===== src/rtl/memory_bus_pkg.sv =====
// Shared definitions for the memory bus initiator and its arbiter.
// Holds the bus line geometry, FSM state encoding, client identifiers,
// the latched request record and the timeout counter sizing helper.
package memory_bus_pkg;

   // One bus transfer moves a whole 8-byte line
   localparam int BUS_WIDTH_BYTES = 8;
   localparam int BUS_WIDTH_BITS  = BUS_WIDTH_BYTES * 8;
   localparam int BUS_BIT_LOG     = $clog2(BUS_WIDTH_BYTES);

   // Width of the address held in a latched request; XLEN must not exceed it
   localparam int REQ_ADDR_BITS   = 32;

   typedef enum logic [1:0] {
      IDLE    = 2'd0,
      REQ     = 2'd1,
      RELEASE = 2'd2
   } bus_state_e;

   // Bit position of each client in the arbiter request/grant vectors
   typedef enum logic {
      CLIENT_IFETCH = 1'b0,
      CLIENT_DATA   = 1'b1
   } client_id_e;

   typedef struct packed {
      logic                      write;
      logic [REQ_ADDR_BITS-1:0]  address;
      logic [BUS_WIDTH_BITS-1:0] data;
      client_id_e                client;
   } bus_request_t;

   // Counter must be able to hold TIMEOUT_CYCLES-1; never narrower than 1 bit
   function automatic int timeout_count_width(input int cycles);
      return (cycles < 2) ? 1 : $clog2(cycles);
   endfunction

endpackage


===== src/rtl/memory_bus_if.sv =====
// Point-to-point memory bus between one initiator and one responder.
// The shared data lines are resolved here: the initiator's write data
// appears on 'data' only while write is high, otherwise the responder owns it.
//   initiator: drives address, read, write, initiator_data; samples data, ready, done
//   responder: samples address, read, write, data; drives responder_data, ready, done
interface memory_bus_if #(
   parameter int ADDR_WIDTH = 32
);
   localparam int BUS_WIDTH_BITS = memory_bus_pkg::BUS_WIDTH_BITS;

   logic [ADDR_WIDTH-1:0]     address;
   logic                      read;
   logic                      write;
   logic [BUS_WIDTH_BITS-1:0] initiator_data;
   logic [BUS_WIDTH_BITS-1:0] responder_data;
   logic [BUS_WIDTH_BITS-1:0] data;
   logic                      ready;
   logic                      done;

   assign data = write ? initiator_data : responder_data;

   modport initiator (
      output address, read, write, initiator_data,
      input  data, ready, done
   );

   modport responder (
      input  address, read, write, data,
      output responder_data, ready, done
   );

endinterface


===== src/rtl/memory_bus_initiator_rr_arbiter.sv =====
// Two-way round-robin arbiter.
//   clock, reset  : clock and asynchronous active-low reset
//   request[1:0]  : bit CLIENT_IFETCH / CLIENT_DATA asks for the bus
//   accept        : the current grant was taken this cycle
//   grant[1:0]    : one-hot grant (combinational from request and pointer)
module rr_arbiter_2
   import memory_bus_pkg::*;
(
   input  logic       clock,
   input  logic       reset,
   input  logic [1:0] request,
   input  logic       accept,
   output logic [1:0] grant
);

   client_id_e last_grant;

   // On a tie the client that was not served last wins
   always_comb begin
      grant = 2'b00;
      case (request)
         2'b01:   grant = 2'b01;
         2'b10:   grant = 2'b10;
         2'b11:   grant = (last_grant == CLIENT_DATA) ? 2'b01 : 2'b10;
         default: grant = 2'b00;
      endcase
   end

   // Reset to "instruction fetch served last" so data wins the first tie
   always_ff @(posedge clock or negedge reset) begin
      if (!reset) begin
         last_grant <= CLIENT_IFETCH;
      end else if (accept) begin
         last_grant <= grant[1] ? CLIENT_DATA : CLIENT_IFETCH;
      end
   end

endmodule


===== src/rtl/memory_bus_initiator.sv =====
// Initiator side of memory_bus_if serving an instruction-fetch client
// (line reads) and a data client (line reads and writes), one transaction
// at a time, with round-robin arbitration and a transaction timeout.
//   clock, reset          : clock and asynchronous active-low reset
//   memory_bus            : initiator modport of the memory bus
//   ifetch_req_*          : valid/address in, accept pulse out
//   ifetch_resp_*         : valid pulse, line data, timeout error
//   data_req_*            : valid/write/address/data in, accept pulse out
//   data_resp_*           : valid pulse (reads and writes), read data, error
module memory_bus_initiator
   import memory_bus_pkg::*;
#(
   parameter int XLEN           = 32,
   parameter int TIMEOUT_CYCLES = 64
) (
   input  logic                      clock,
   input  logic                      reset,
   memory_bus_if.initiator           memory_bus,
   input  logic                      ifetch_req_valid,
   input  logic [XLEN-1:0]           ifetch_req_address,
   output logic                      ifetch_req_accept,
   output logic                      ifetch_resp_valid,
   output logic [BUS_WIDTH_BITS-1:0] ifetch_resp_data,
   output logic                      ifetch_resp_error,
   input  logic                      data_req_valid,
   input  logic                      data_req_write,
   input  logic [XLEN-1:0]           data_req_address,
   input  logic [BUS_WIDTH_BITS-1:0] data_req_data,
   output logic                      data_req_accept,
   output logic                      data_resp_valid,
   output logic [BUS_WIDTH_BITS-1:0] data_resp_data,
   output logic                      data_resp_error
);

   localparam int               CNT_W      = timeout_count_width(TIMEOUT_CYCLES);
   localparam logic [CNT_W-1:0] CNT_LAST   = CNT_W'(TIMEOUT_CYCLES - 1);
   localparam logic [XLEN-1:0]  ALIGN_MASK = ~XLEN'((1 << BUS_BIT_LOG) - 1);

   bus_state_e                state, next_state;
   bus_request_t              req_q, granted_req;
   logic [CNT_W-1:0]          count;
   logic [1:0]                grant;
   logic                      accept;
   logic                      handshake;
   logic                      timed_out;
   logic                      resp_pulse;
   logic                      resp_error_q;
   logic [BUS_WIDTH_BITS-1:0] resp_data_q;

   rr_arbiter_2 arbiter (
      .clock   (clock),
      .reset   (reset),
      .request ({data_req_valid, ifetch_req_valid}),
      .accept  (accept),
      .grant   (grant)
   );

   // Accept is held low while reset is asserted even if clients are requesting
   assign accept = (state == IDLE) && (grant != 2'b00) && reset;
   assign ifetch_req_accept = accept && grant[0];
   assign data_req_accept   = accept && grant[1];

   // Build the request record for whichever client won; addresses are line aligned
   always_comb begin
      granted_req = '{write: 1'b0, address: '0, data: '0, client: CLIENT_IFETCH};
      if (grant[1]) begin
         granted_req.write   = data_req_write;
         granted_req.address = REQ_ADDR_BITS'(data_req_address & ALIGN_MASK);
         granted_req.data    = data_req_write ? data_req_data : '0;
         granted_req.client  = CLIENT_DATA;
      end else begin
         granted_req.address = REQ_ADDR_BITS'(ifetch_req_address & ALIGN_MASK);
      end
   end

   // Next-state logic; only the handshake matching the request type counts
   always_comb begin
      next_state = state;
      handshake  = 1'b0;
      timed_out  = 1'b0;
      case (state)
         IDLE: begin
            if (accept) next_state = REQ;
         end
         REQ: begin
            handshake = req_q.write ? memory_bus.done : memory_bus.ready;
            timed_out = !handshake && (count == CNT_LAST);
            if (handshake || timed_out) next_state = RELEASE;
         end
         RELEASE: begin
            if (!memory_bus.ready && !memory_bus.done) next_state = IDLE;
         end
         default: next_state = IDLE;
      endcase
   end

   always_ff @(posedge clock or negedge reset) begin
      if (!reset) begin
         state <= IDLE;
      end else begin
         state <= next_state;
      end
   end

   always_ff @(posedge clock or negedge reset) begin
      if (!reset) begin
         req_q <= '{write: 1'b0, address: '0, data: '0, client: CLIENT_IFETCH};
      end else if (accept) begin
         req_q <= granted_req;
      end
   end

   // Counts cycles spent in REQ, starting from zero on the first REQ cycle
   always_ff @(posedge clock or negedge reset) begin
      if (!reset) begin
         count <= '0;
      end else if (state == REQ) begin
         count <= count + CNT_W'(1);
      end else begin
         count <= '0;
      end
   end

   // Response is registered on the REQ->RELEASE edge so it pulses in the first RELEASE cycle
   always_ff @(posedge clock or negedge reset) begin
      if (!reset) begin
         resp_pulse   <= 1'b0;
         resp_error_q <= 1'b0;
         resp_data_q  <= '0;
      end else begin
         resp_pulse <= (state == REQ) && (next_state == RELEASE);
         if ((state == REQ) && (next_state == RELEASE)) begin
            resp_error_q <= timed_out;
            resp_data_q  <= (handshake && !req_q.write) ? memory_bus.data : '0;
         end
      end
   end

   assign ifetch_resp_valid = resp_pulse && (req_q.client == CLIENT_IFETCH);
   assign ifetch_resp_error = ifetch_resp_valid && resp_error_q;
   assign ifetch_resp_data  = ifetch_resp_valid ? resp_data_q : '0;
   assign data_resp_valid   = resp_pulse && (req_q.client == CLIENT_DATA);
   assign data_resp_error   = data_resp_valid && resp_error_q;
   assign data_resp_data    = data_resp_valid ? resp_data_q : '0;

   assign memory_bus.address        = req_q.address;
   assign memory_bus.read           = (state == REQ) && !req_q.write;
   assign memory_bus.write          = (state == REQ) && req_q.write;
   assign memory_bus.initiator_data = ((state == REQ) && req_q.write) ? req_q.data : '0;

endmodule


===== src/flat_wrapper.sv =====
// flat-port wrapper written by rule: the top's interface ports become plain ports
module memory_bus_initiator_flat import memory_bus_pkg::*;
#(
   parameter int XLEN           = 32,
   parameter int TIMEOUT_CYCLES = 64
)
  (clock, reset, ifetch_req_valid, ifetch_req_address, ifetch_req_accept, ifetch_resp_valid, ifetch_resp_data, ifetch_resp_error, data_req_valid, data_req_write, data_req_address, data_req_data, data_req_accept, data_resp_valid, data_resp_data, data_resp_error, memory_bus_address, memory_bus_read, memory_bus_write, memory_bus_initiator_data, memory_bus_ready, memory_bus_done);
  memory_bus_if #(.ADDR_WIDTH(XLEN)) memory_bus_i ();
  input  logic clock;
  input  logic reset;
  input  logic ifetch_req_valid;
  input  logic [XLEN-1:0] ifetch_req_address;
  output logic ifetch_req_accept;
  output logic ifetch_resp_valid;
  output logic [BUS_WIDTH_BITS-1:0] ifetch_resp_data;
  output logic ifetch_resp_error;
  input  logic data_req_valid;
  input  logic data_req_write;
  input  logic [XLEN-1:0] data_req_address;
  input  logic [BUS_WIDTH_BITS-1:0] data_req_data;
  output logic data_req_accept;
  output logic data_resp_valid;
  output logic [BUS_WIDTH_BITS-1:0] data_resp_data;
  output logic data_resp_error;
  output wire logic [$bits(memory_bus_i.address)-1:0] memory_bus_address;
  output wire logic [$bits(memory_bus_i.read)-1:0] memory_bus_read;
  output wire logic [$bits(memory_bus_i.write)-1:0] memory_bus_write;
  output wire logic [$bits(memory_bus_i.initiator_data)-1:0] memory_bus_initiator_data;
  input wire logic [$bits(memory_bus_i.ready)-1:0] memory_bus_ready;
  input wire logic [$bits(memory_bus_i.done)-1:0] memory_bus_done;
  assign memory_bus_address = memory_bus_i.address;
  assign memory_bus_read = memory_bus_i.read;
  assign memory_bus_write = memory_bus_i.write;
  assign memory_bus_initiator_data = memory_bus_i.initiator_data;
  assign memory_bus_i.ready = memory_bus_ready;
  assign memory_bus_i.done = memory_bus_done;
  memory_bus_initiator #(.XLEN(XLEN), .TIMEOUT_CYCLES(TIMEOUT_CYCLES)) u_core (.clock(clock), .reset(reset), .memory_bus(memory_bus_i), .ifetch_req_valid(ifetch_req_valid), .ifetch_req_address(ifetch_req_address), .ifetch_req_accept(ifetch_req_accept), .ifetch_resp_valid(ifetch_resp_valid), .ifetch_resp_data(ifetch_resp_data), .ifetch_resp_error(ifetch_resp_error), .data_req_valid(data_req_valid), .data_req_write(data_req_write), .data_req_address(data_req_address), .data_req_data(data_req_data), .data_req_accept(data_req_accept), .data_resp_valid(data_resp_valid), .data_resp_data(data_resp_data), .data_resp_error(data_resp_error));
endmodule

===== config.mk =====
export PLATFORM = sky130hd
export DESIGN_NAME = memory_bus_initiator_flat
export DESIGN_NICKNAME = d
export VERILOG_FILES = /design/src/rtl/memory_bus_pkg.sv /design/src/rtl/memory_bus_if.sv /design/src/rtl/memory_bus_initiator_rr_arbiter.sv /design/src/rtl/memory_bus_initiator.sv /design/src/flat_wrapper.sv
export SDC_FILE = /design/constraint.sdc
export NUM_CORES = 1
export LEC_CHECK = 0
export ABC_CLOCK_PERIOD_IN_PS = 2000
export CORE_MARGIN = 1.5
export CORE_UTILIZATION = 25
export DETAILED_ROUTE_END_ITERATION = 8
export PLACE_DENSITY = 0.59
export SLEW_MARGIN = 20
export SYNTH_ARGS = -nofsm -noshare
export SYNTH_HDL_FRONTEND = slang
export SYNTH_SLANG_ARGS = --single-unit

===== constraint.sdc =====
create_clock -name clock -period 2 [get_ports clock]
set_input_delay 0.4 -clock clock [delete_from_list [all_inputs] [get_ports clock]]
set_output_delay 0.4 -clock clock [all_outputs]
set_load 0.01 [all_outputs]

==> results list, run 1 <==
- Fin crit period: between 2 and 2.5 ns
* Violation count after the first detailed-routing iteration: 349
* Effective utilization at floorplan: approximately a quarter
* Fin Hold WS: approximately 0.13 ns
* RSZ-0062 raised after global routing: true
* Post-Syn Area: around 8000 sq um
- The critical path goes through and2b_4, clkbuf_16, buf_6, buf_6, buf_6, and2_4, buf_6.
* Antenna violations before repair: 0
- Summed over all layers, the global routing overflow is 0.
- Multi-input combinational cell area: roughly 3700 sq um
* Filler cell count in the final layout: 2,924
* Critical path's largest stage delay: 0.41 ns
* Die Span X: 182 um
- WS Path Type: reg2out
- Number of instances in the placed design: roughly 1,400
* Setup WS post-layout: -0.281 ns
- STA classifies the critical path endpoint as an output port.
* Part of the total power dissipated in combinational logic: roughly 45%
- P_sw: about 0.0050 W
* Design internal power: between 0.009 and 0.01 W
- The floorplan step set the die height to 182 um.
* Non-filler cells in the finished layout: between 1,000 and 1,500
- Gpl congestion: 0.741
- Summed over all instances, the cell type with the most area after synthesis is sky130_fd_sc_hd__dfrtp_1.
- Residual DRC count: 0
* Number of vias in the routed layout: around 6,900
- Static leakage: 7.26 nW
- The most used flip-flop cell after synthesis is sky130_fd_sc_hd__dfrtp_1.
- Sinks on the clock net: about 170
* Yosys top cell area share: a little over half
- IR Drop Worst-Case VDD: between 0.6 and 0.7 mV
* Clock tree from TritonCTS: done
* HPWL after DPL: between 15 and 20 mm
- The synthesized design contains 0 enable-type register cells.
* Clock buffer count from CTS: 17
- Together, buffers and inverters on the worst path number 5.
- Per report_power, the sequential group accounts for around 32% of the total.
- Storage cell area: between 4000 and 5000 sq um
- Power spread over the standard cell area amounts to just over 1000 nW/um^2.
- Number of library cell types mapped by synthesis: 36
* Startpoint type of the worst setup path: flop
- Global routing used between 10% and 20% of the available tracks.
- The critical path crosses 7 cells after its start point.
- Max Clock Freq: about 0.44 GHz
- Port Buffer Count: 357
- Routed WL per cell: slightly below 20 um
- Headroom to the max-slew limit came out at between 30 and 40%.
- STA puts the critical path data arrival time at roughly 1.9 ns.
- Count of final hold-check violations: 0
- Measured in cells, the most critical reg-to-reg path has a length of 6.
* Net switching fraction of the power: roughly a third
- CORE AREA: around 32,000 sq um
- Number of ports placed on the die boundary: ~370
- Syn. warnings: 64
- In this run the worst hold path is classified as in2async.
* Largest driver fanout on the critical path: 6
- Worst EP required: approximately 1.6 ns
- Clock network latency to the later pin of the worst-skew pair: 0.43 ns
- After the last flow step, the layout net total stands at approximately 1,200.
- The number of hold buffers added after CTS was 0.
- Global-route wire length before repair: 40.6 mm
- In this run the remaining antenna-violating nets after routing total 0.
- Via count of the first global-routing pass: around 6,700
* Number of diodes added for antenna fixing: 0
- Violations in the final reports: negative setup slack
- Layout cells sized above 1: around 44%
* Cell family with the largest share of critical-path delay: buffers and inverters
* Number of register bits inferred by synthesis: roughly 170
- After floorplanning, the core was divided into 65 placement rows.
* Total of endpoints with negative setup slack in the final report: approximately 140
- Synthesis produced 693 cells.
- Total wire length after detailed routing: 29.4 mm
- The floorplan step defined a die boundary enclosing 33,300 sq um.
* Most common cell after layout, fill and taps aside: sky130_fd_sc_hd__dfrtp_1
* Via/cell ratio: 4.63
- On the final layout, the worst clock skew is 0.0175 ns.
- Slew at the pin closest to its max-slew limit: 0.964 ns
- Most frequent CP cell: sky130_fd_sc_hd__buf_6
* Sequential-to-total area share from yosys stat: between 50% and 60%
* Area contributors post-synth: sky130_fd_sc_hd__dfrtp_1, sky130_fd_sc_hd__and3_1, sky130_fd_sc_hd__a22o_1, sky130_fd_sc_hd__mux2_2, sky130_fd_sc_hd__a21boi_0
- Run status: finished, violations left
- Root Buffer: sky130_fd_sc_hd__clkbuf_16
- Number of buffers between clock root and the deepest sink: 2
* Count of maximum capacitance violations: 0
- Pin count of the biggest net entering global routing: 170
* Top library cells by usage in the layout, fill and taps aside: sky130_fd_sc_hd__dfrtp_1, sky130_fd_sc_hd__clkdlybuf4s50_1, sky130_fd_sc_hd__buf_6
* Ratio of final minimum period to clock period: 114%
- Number of search-and-repair iterations in the first detailed-routing pass: 6
* Synth Area per Inst: 11.6 sq um
* Clock transition at the registers of the reported paths: roughly 0.070 ns
* Clock share of power: a little under a quarter
* # H-tree levels: 4
* CP max stage cell: sky130_fd_sc_hd__dfrtp_1
- In the synthesized netlist the async set-or-reset flop fraction comes to 100%.
- Compared with the post-synthesis result, the final layout area differs by 74.2%.
- Pins over their slew limit: 0
[power by group through the flow]
stage	logic [W]	registers [W]	clock network, W
finish	0.00641	0.00463	0.00337
global route	0.00683	0.00474	0.00364
CTS	0.00544	0.00461	0.00349
detailed placement	0.00431	0.00464	0
global placement	0.00428	0.00462	0
floorplan	0.00261	0.00452	0
[cell families (layout without fill, tap and decap cells)]
group                    Yosys count  count (layout)  share of synthesized area (%)
adder cells (fa/ha/maj)            1               1                          0.155
AO/OA/AOI/OAI                    138             138                           13.8
flip-flops                       169             169                           52.6
XOR/XNOR                           3               3                          0.327
AND/OR/NAND/NOR                  218             218                           16.7
other                              1               3                         0.0466
multiplexers                      60              60                           8.99
buffers and inverters            103             493                           7.32
[cell usage after synthesis, types with 3 or more instances]
| library cell | n |
|---|---|
| sky130_fd_sc_hd__o21ai_0 | 3 |
| sky130_fd_sc_hd__a21boi_0 | 62 |
| sky130_fd_sc_hd__mux2_4 | 13 |
| sky130_fd_sc_hd__clkbuf_1 | 49 |
| sky130_fd_sc_hd__nor2_1 | 7 |
| sky130_fd_sc_hd__buf_6 | 8 |
| sky130_fd_sc_hd__mux2_2 | 44 |
| sky130_fd_sc_hd__buf_2 | 8 |
| sky130_fd_sc_hd__and2_1 | 70 |
| sky130_fd_sc_hd__buf_4 | 35 |
| sky130_fd_sc_hd__and3_1 | 130 |
| sky130_fd_sc_hd__a22o_1 | 64 |
| sky130_fd_sc_hd__dfrtp_1 | 169 |
[per-layer routing]
| metal | up-vias | part of all wire (%) | wire length (um) | global-route usage (%) |
|---|---|---|---|---|
| li1 | 3182 | - | - | - |
| met1 | 3461 | 45 | 13100 | 19.9 |
| met2 | 221 | 49 | 14400 | 26.5 |
| met3 | 25 | 4.7 | 1390 | 3.61 |
| met4 | 0 | 1.6 | 472 | 4.66 |
| met5 | - | 0 | 0 | 0 |
[worst register-to-register path, stage by stage, from the launching register on]
cell and delay (ns):
sky130_fd_sc_hd__dfrtp_1 0.38, sky130_fd_sc_hd__and2b_4 0.29, sky130_fd_sc_hd__buf_6 0.14, sky130_fd_sc_hd__buf_6 0.10
sky130_fd_sc_hd__buf_6 0.09, sky130_fd_sc_hd__buf_4 0.47, sky130_fd_sc_hd__a21boi_0 0.28
[stage by stage]
step / setup TNS (ns) / setup slack (ns) / power, W / util, % / cell area [sq um]
after floorplan: 0 / 0.339 / 0.00713 / - / 8050
after global placement: -5.87 / -0.226 / 0.00890 / 38.0 / 12000
after detailed placement: -7.51 / -0.240 / 0.00896 / 38.0 / 12000
after CTS: -54.35 / -0.446 / 0.0135 / 41.2 / 13000
after global routing: -29.61 / -0.343 / 0.0152 / 44.3 / 14000
final: -19.23 / -0.281 / 0.0144 / 44.3 / 14000
[registers in the layout, indices dropped and copies added, names as in the netlist]
name                       count
u_core.req_q                  66
u_core.resp_data_q            64
u_core.memory_bus.address     29
u_core.count                   6
u_core.state                   2
u_core.resp_error_q            1
u_core.resp_pulse              1
[final cells by class]
class	count	area share [%]
clock buffers	17	3.04
flip-flops and latches	169	30.2
clock inverters	15	1.25
inverters	1	0.0268
well taps	402	3.59
repair buffers	460	35.7
multi-input cells	423	26.2
[path summary, 6_finish.rpt]
check                      slack [ns]                         from                                  to
setup / recovery                -0.28  u_core.req_q[0]$_DFFE_PN0P_                ifetch_resp_data[33]
hold reg to reg                  0.47    u_core.count[0]$_DFF_PN0_           u_core.count[0]$_DFF_PN0_
min in group clock               0.47    u_core.count[0]$_DFF_PN0_           u_core.count[0]$_DFF_PN0_
hold / removal                   0.13                        reset         u_core.resp_pulse$_DFF_PN0_
max in group asynchronous        1.14                        reset        u_core.req_q[26]$_DFFE_PN0P_
setup reg to reg                 0.10    u_core.state[1]$_DFF_PN0_  u_core.resp_data_q[45]$_DFFE_PN0P_
[what timing repair did]
item,in CTS,in global routing
pin swaps,3,22
resized for setup,427,508
buffers inserted,17,33
setup endpoints to repair,200,188
gates cloned,8,15
No activity file was read; power rests on OpenSTA's default activity.
==> inputs of run 2 (changes only) <==
--- a/config.mk
+++ b/config.mk
@@ -8,7 +8,9 @@
 export ABC_CLOCK_PERIOD_IN_PS = 2000
 export CORE_MARGIN = 1.5
 export CORE_UTILIZATION = 25
+export CTS_CLUSTER_SIZE = 20
 export DETAILED_ROUTE_END_ITERATION = 8
+export HOLD_SLACK_MARGIN = 0.1
 export PLACE_DENSITY = 0.59
 export SLEW_MARGIN = 20
 export SYNTH_ARGS = -nofsm -noshare
==> results of run 2 <==
Final layout, timing and power as in run 1 (identical DEF).
==> inputs of run 3 (changes only) <==
--- a/config.mk
+++ b/config.mk
@@ -12,6 +12,7 @@
 export DETAILED_ROUTE_END_ITERATION = 8
 export HOLD_SLACK_MARGIN = 0.1
 export PLACE_DENSITY = 0.59
+export SKIP_LAST_GASP = 1
 export SLEW_MARGIN = 20
 export SYNTH_ARGS = -nofsm -noshare
 export SYNTH_HDL_FRONTEND = slang
==> run 3 against run 2 <==
  * The flow still finishes with violations (negative setup slack)
  * First-iteration DRC count decreased by 13%
  * Cell area decreased by 4.4%
  * Non-clock buffer count decreased by 22
  * Power down 2.7%
  * Critical endpoint is now ifetch_resp_data[52]
  * Worst hold slack improved by 0.018 ns
  * Maximum frequency decreased by 7.0%
  * Clock skew decreased by 0.00076 ns
  * Final cell count fell by 1.5%
  * Highest routed layer unchanged
  * Via count is 2.0% lower
  * Worst setup slack got worse by 0.17 ns
  * Sequential power barely moved
  * Largest cell class unchanged
  * Critical path type unchanged
==> results list, run 3 (synthesis results as in run 1) <==
- The number of hold violations in the final report was 0 (unchanged).
- The total CTS buffers is 17 (unchanged).
- Pin count of the biggest net entering global routing: 170 (unchanged)
* Worst EP required: 1.60 ns (about the same)
- The horizontal die dimension came to 182 um (unchanged).
- TritonCTS built the clock tree.
- The worst setup path is captured at an output port.
* Layout cells sized above 1: 31.2% (-13 points)
* Violations in the final reports: negative setup slack
- RSZ-0062 raised after global routing: true
* Overall die height: 182 um (unchanged)
- The total inserted antenna cells came to 0 (unchanged).
- Worst min-delay path category: in2async
* CP max stage cell: sky130_fd_sc_hd__clkdlybuf4s50_1
* Fin crit period: 2.45 ns (+0.171 ns)
- Number of search-and-repair iterations in the first detailed-routing pass: 4 (-2)
* Number of buffers added to fix hold violations after cts: 0 (unchanged)
* Total of endpoints with negative setup slack in the final report: 203 (+48%)
* Met3 track demand over resource in global routing: 3.55% (-0.060 points)
- Ratio of final minimum period to clock period: 123% (+8.5 points)
- The estimated wirelength of the detail-placed design is 16.8 mm (unchanged).
* Relative slew slack: 37.2% (+1.4 points)
- The reported leakage power was 6.87 nW (-5.3%).
* Areal power density over the cells: 1050 nW/um^2 (+1.8%)
- Sinks on the clock net: 169 (unchanged)
- The via density per instance is 4.61 (-0.53%).
* Max Clock Freq: 0.408 GHz (-7.0%)
- Effective utilization at floorplan: 25.4% (unchanged)
- GR Layer Usage met1: 19.9% (unchanged)
- Setup slack at placement: -0.240 ns (unchanged)
- Area delta synth->final: 66.5%
- Chain of cells forming the critical path: and2b_4, clkbuf_16, and2_1, clkdlybuf4s50_1
* Most common cell after layout, fill and taps aside: sky130_fd_sc_hd__clkdlybuf4s50_1
- The via count of the first global-routing pass is 6,736 (+0.37%).
- The combined global-route utilization of all metal layers was 15.6% (-0.022 points).
* CORE AREA: 31,600 sq um (unchanged)
* Number of nets with antenna violations after detailed routing: 0 (unchanged)
* Antenna violations before repair: 0 (unchanged)
* Pins over their slew limit: 0 (unchanged)
- The register clock-pin slew on the reported worst setup and hold paths came to 0.09 ns (+0.02 ns).
* Top library cells by usage in the layout, fill and taps aside: sky130_fd_sc_hd__clkdlybuf4s50_1, sky130_fd_sc_hd__dfrtp_1, sky130_fd_sc_hd__and3_1
* Final standard cell utilization of the core: 42.4% (-1.9 points)
* Number of buffers between clock root and the deepest sink: 2 (unchanged)
- Global-route wire length before repair: 40.6 mm (-0.14%)
- The count of unresolved DRC violations after routing is 0 (unchanged).
- Cell family with the largest share of critical-path delay: buffers and inverters
- Largest register FFs: 66 (unchanged)
- The register with the most flip-flops in the final layout is u_core.req_q.
- Core Rows: 65 (unchanged)
- Clock network latency to the later pin of the worst-skew pair: 0.43 ns (about the same)
- The worst setup path is launched from a flop.
- Fraction of met2 tracks used by global routing: 26.4% (-0.077 points)
* Full die area: 33,300 sq um (unchanged)
- The mean routed wirelength per cell is 19.1 um (-3.0%).
- Run status: finished, violations left
- The count of port buffers added during placement came to 357 (unchanged).
- The worst-margin pin slew came to 0.943 ns (-0.0213 ns).
- The global placement routability congestion is 0.741 (unchanged).
* Count of maximum capacitance violations: 0 (unchanged)
* Number of vias in the routed layout: 6,751 (-2.0%)
- Largest driver fanout on the critical path: 17 (+11)
- The total routed wirelength came to 28.1 mm (-4.5%).
- The worst path buffer plus inverter count is 2 (-3).
- The count of non-filler cells in the finished layout was 1,465 (-1.5%).
- Number of instances in the placed design: 1,388 (unchanged)
- Final setup skew: 0.0168 ns (-0.000764 ns)
- Number of ports placed on the die boundary: 367 (unchanged)
- Grt total ovfl: 0 (unchanged)
- The slack of the critical path was -0.452 ns (-0.171 ns).
- The layout net count was 1,186 (-1.8%).
* # H-tree levels: 4 (unchanged)
- WS Path Type: reg2out
- The first-iteration detailed-routing DRC count is 305 (-13%).
- After global routing, the most crowded layer is met2.
* CP arrival: 2.05 ns (+0.17 ns)
- Critical path's largest stage delay: 0.54 ns (+0.13 ns)
- In this run the clock root is driven by a sky130_fd_sc_hd__clkbuf_16.
- IR Drop Worst-Case VDD: 0.602 mV (+0.24%)
[run 3: changes by cell type in the layout (fill, tap and decap cells not counted), moves of 2 or more]
cell                              before  now
sky130_fd_sc_hd__and3_4               58   43
sky130_fd_sc_hd__and3_1               71   86
sky130_fd_sc_hd__buf_6               135   61
sky130_fd_sc_hd__clkdlybuf4s50_1     156  216
sky130_fd_sc_hd__buf_4                30   35
sky130_fd_sc_hd__and2_1               23   68
sky130_fd_sc_hd__and2_4               47    2
sky130_fd_sc_hd__dlymetal6s2s_1       30   32
sky130_fd_sc_hd__buf_8                 7    4
sky130_fd_sc_hd__clkbuf_16            27   23
sky130_fd_sc_hd__buf_2                57    3
sky130_fd_sc_hd__buf_12               23   20
sky130_fd_sc_hd__clkbuf_2              5   55
[run 3: layout make-up]
cell class | count | area, sq um
fillers | 2994 | 18200
repair buffers | 438 | 4580
flip-flops and latches | 169 | 4230
multi-input cells | 423 | 3480
well taps | 402 | 503
clock buffers | 17 | 425
clock inverters | 15 | 175
inverters | 1 | 3.75
[run 3: report_power, final]
part	switching [W]	leakage [nW]	internal, W
logic	0.00271	4.32	0.00332
registers	0.000443	2.26	0.00418
clock network	0.00167	0.294	0.00170
total	0.00483	6.87	0.00920
[run 3: timing repair]
action / in CTS / in global routing
pin swaps: 3 / 1
cloned: 8 / 9
resized for setup: 247 / 249
setup buffers: 17 / 16
endpoints found under the setup margin: 200 / 199
[run 3: routing by layer]
metal	wire length, um	vias up	part of all wire, %
met1	12400	3384	44
met4	552	0	2.0
met2	13800	210	49
met5	0	-	0
met3	1290	27	4.6
li1	-	3130	-
[run 3: final timing paths]
check                      depth (start not counted)  slack, ns                        start                                         to
hold reg to reg                                    1       0.47    u_core.count[0]$_DFF_PN0_                  u_core.count[0]$_DFF_PN0_
min in group clock                                 1       0.47    u_core.count[0]$_DFF_PN0_                  u_core.count[0]$_DFF_PN0_
setup reg to reg                                   8      -0.03  u_core.req_q[0]$_DFFE_PN0P_  u_core.memory_bus.address[23]$_DFFE_PN0P_
setup / recovery                                   4      -0.45  u_core.req_q[0]$_DFFE_PN0P_                       ifetch_resp_data[52]
hold / removal                                     2       0.15                        reset         u_core.resp_data_q[23]$_DFFE_PN0P_
max in group asynchronous                          2       1.17                        reset               u_core.req_q[26]$_DFFE_PN0P_
[run 3: worst register-to-register path: stages (launching register included)]
cell and delay (ns):
sky130_fd_sc_hd__dfrtp_1 0.37, sky130_fd_sc_hd__buf_4 0.14, sky130_fd_sc_hd__buf_12 0.13, sky130_fd_sc_hd__buf_4 0.16, sky130_fd_sc_hd__a21boi_4 0.18, sky130_fd_sc_hd__buf_4 0.18, sky130_fd_sc_hd__buf_12 0.16, sky130_fd_sc_hd__mux2_2 0.34
sky130_fd_sc_hd__mux2_2 0.25
[run 3: metrics by stage]
stage	total power (W)	area, sq um	hold slack, ns	setup TNS (ns)
floorplan	0.00713	8050	0.104	0
detailed placement	0.00896	12000	0.459	-7.51
CTS	0.0135	13200	0.189	-73.28
global placement	0.00890	12000	0.447	-5.87
global route	0.0148	13400	0.206	-49.79
finish	0.0140	13400	0.147	-34.96
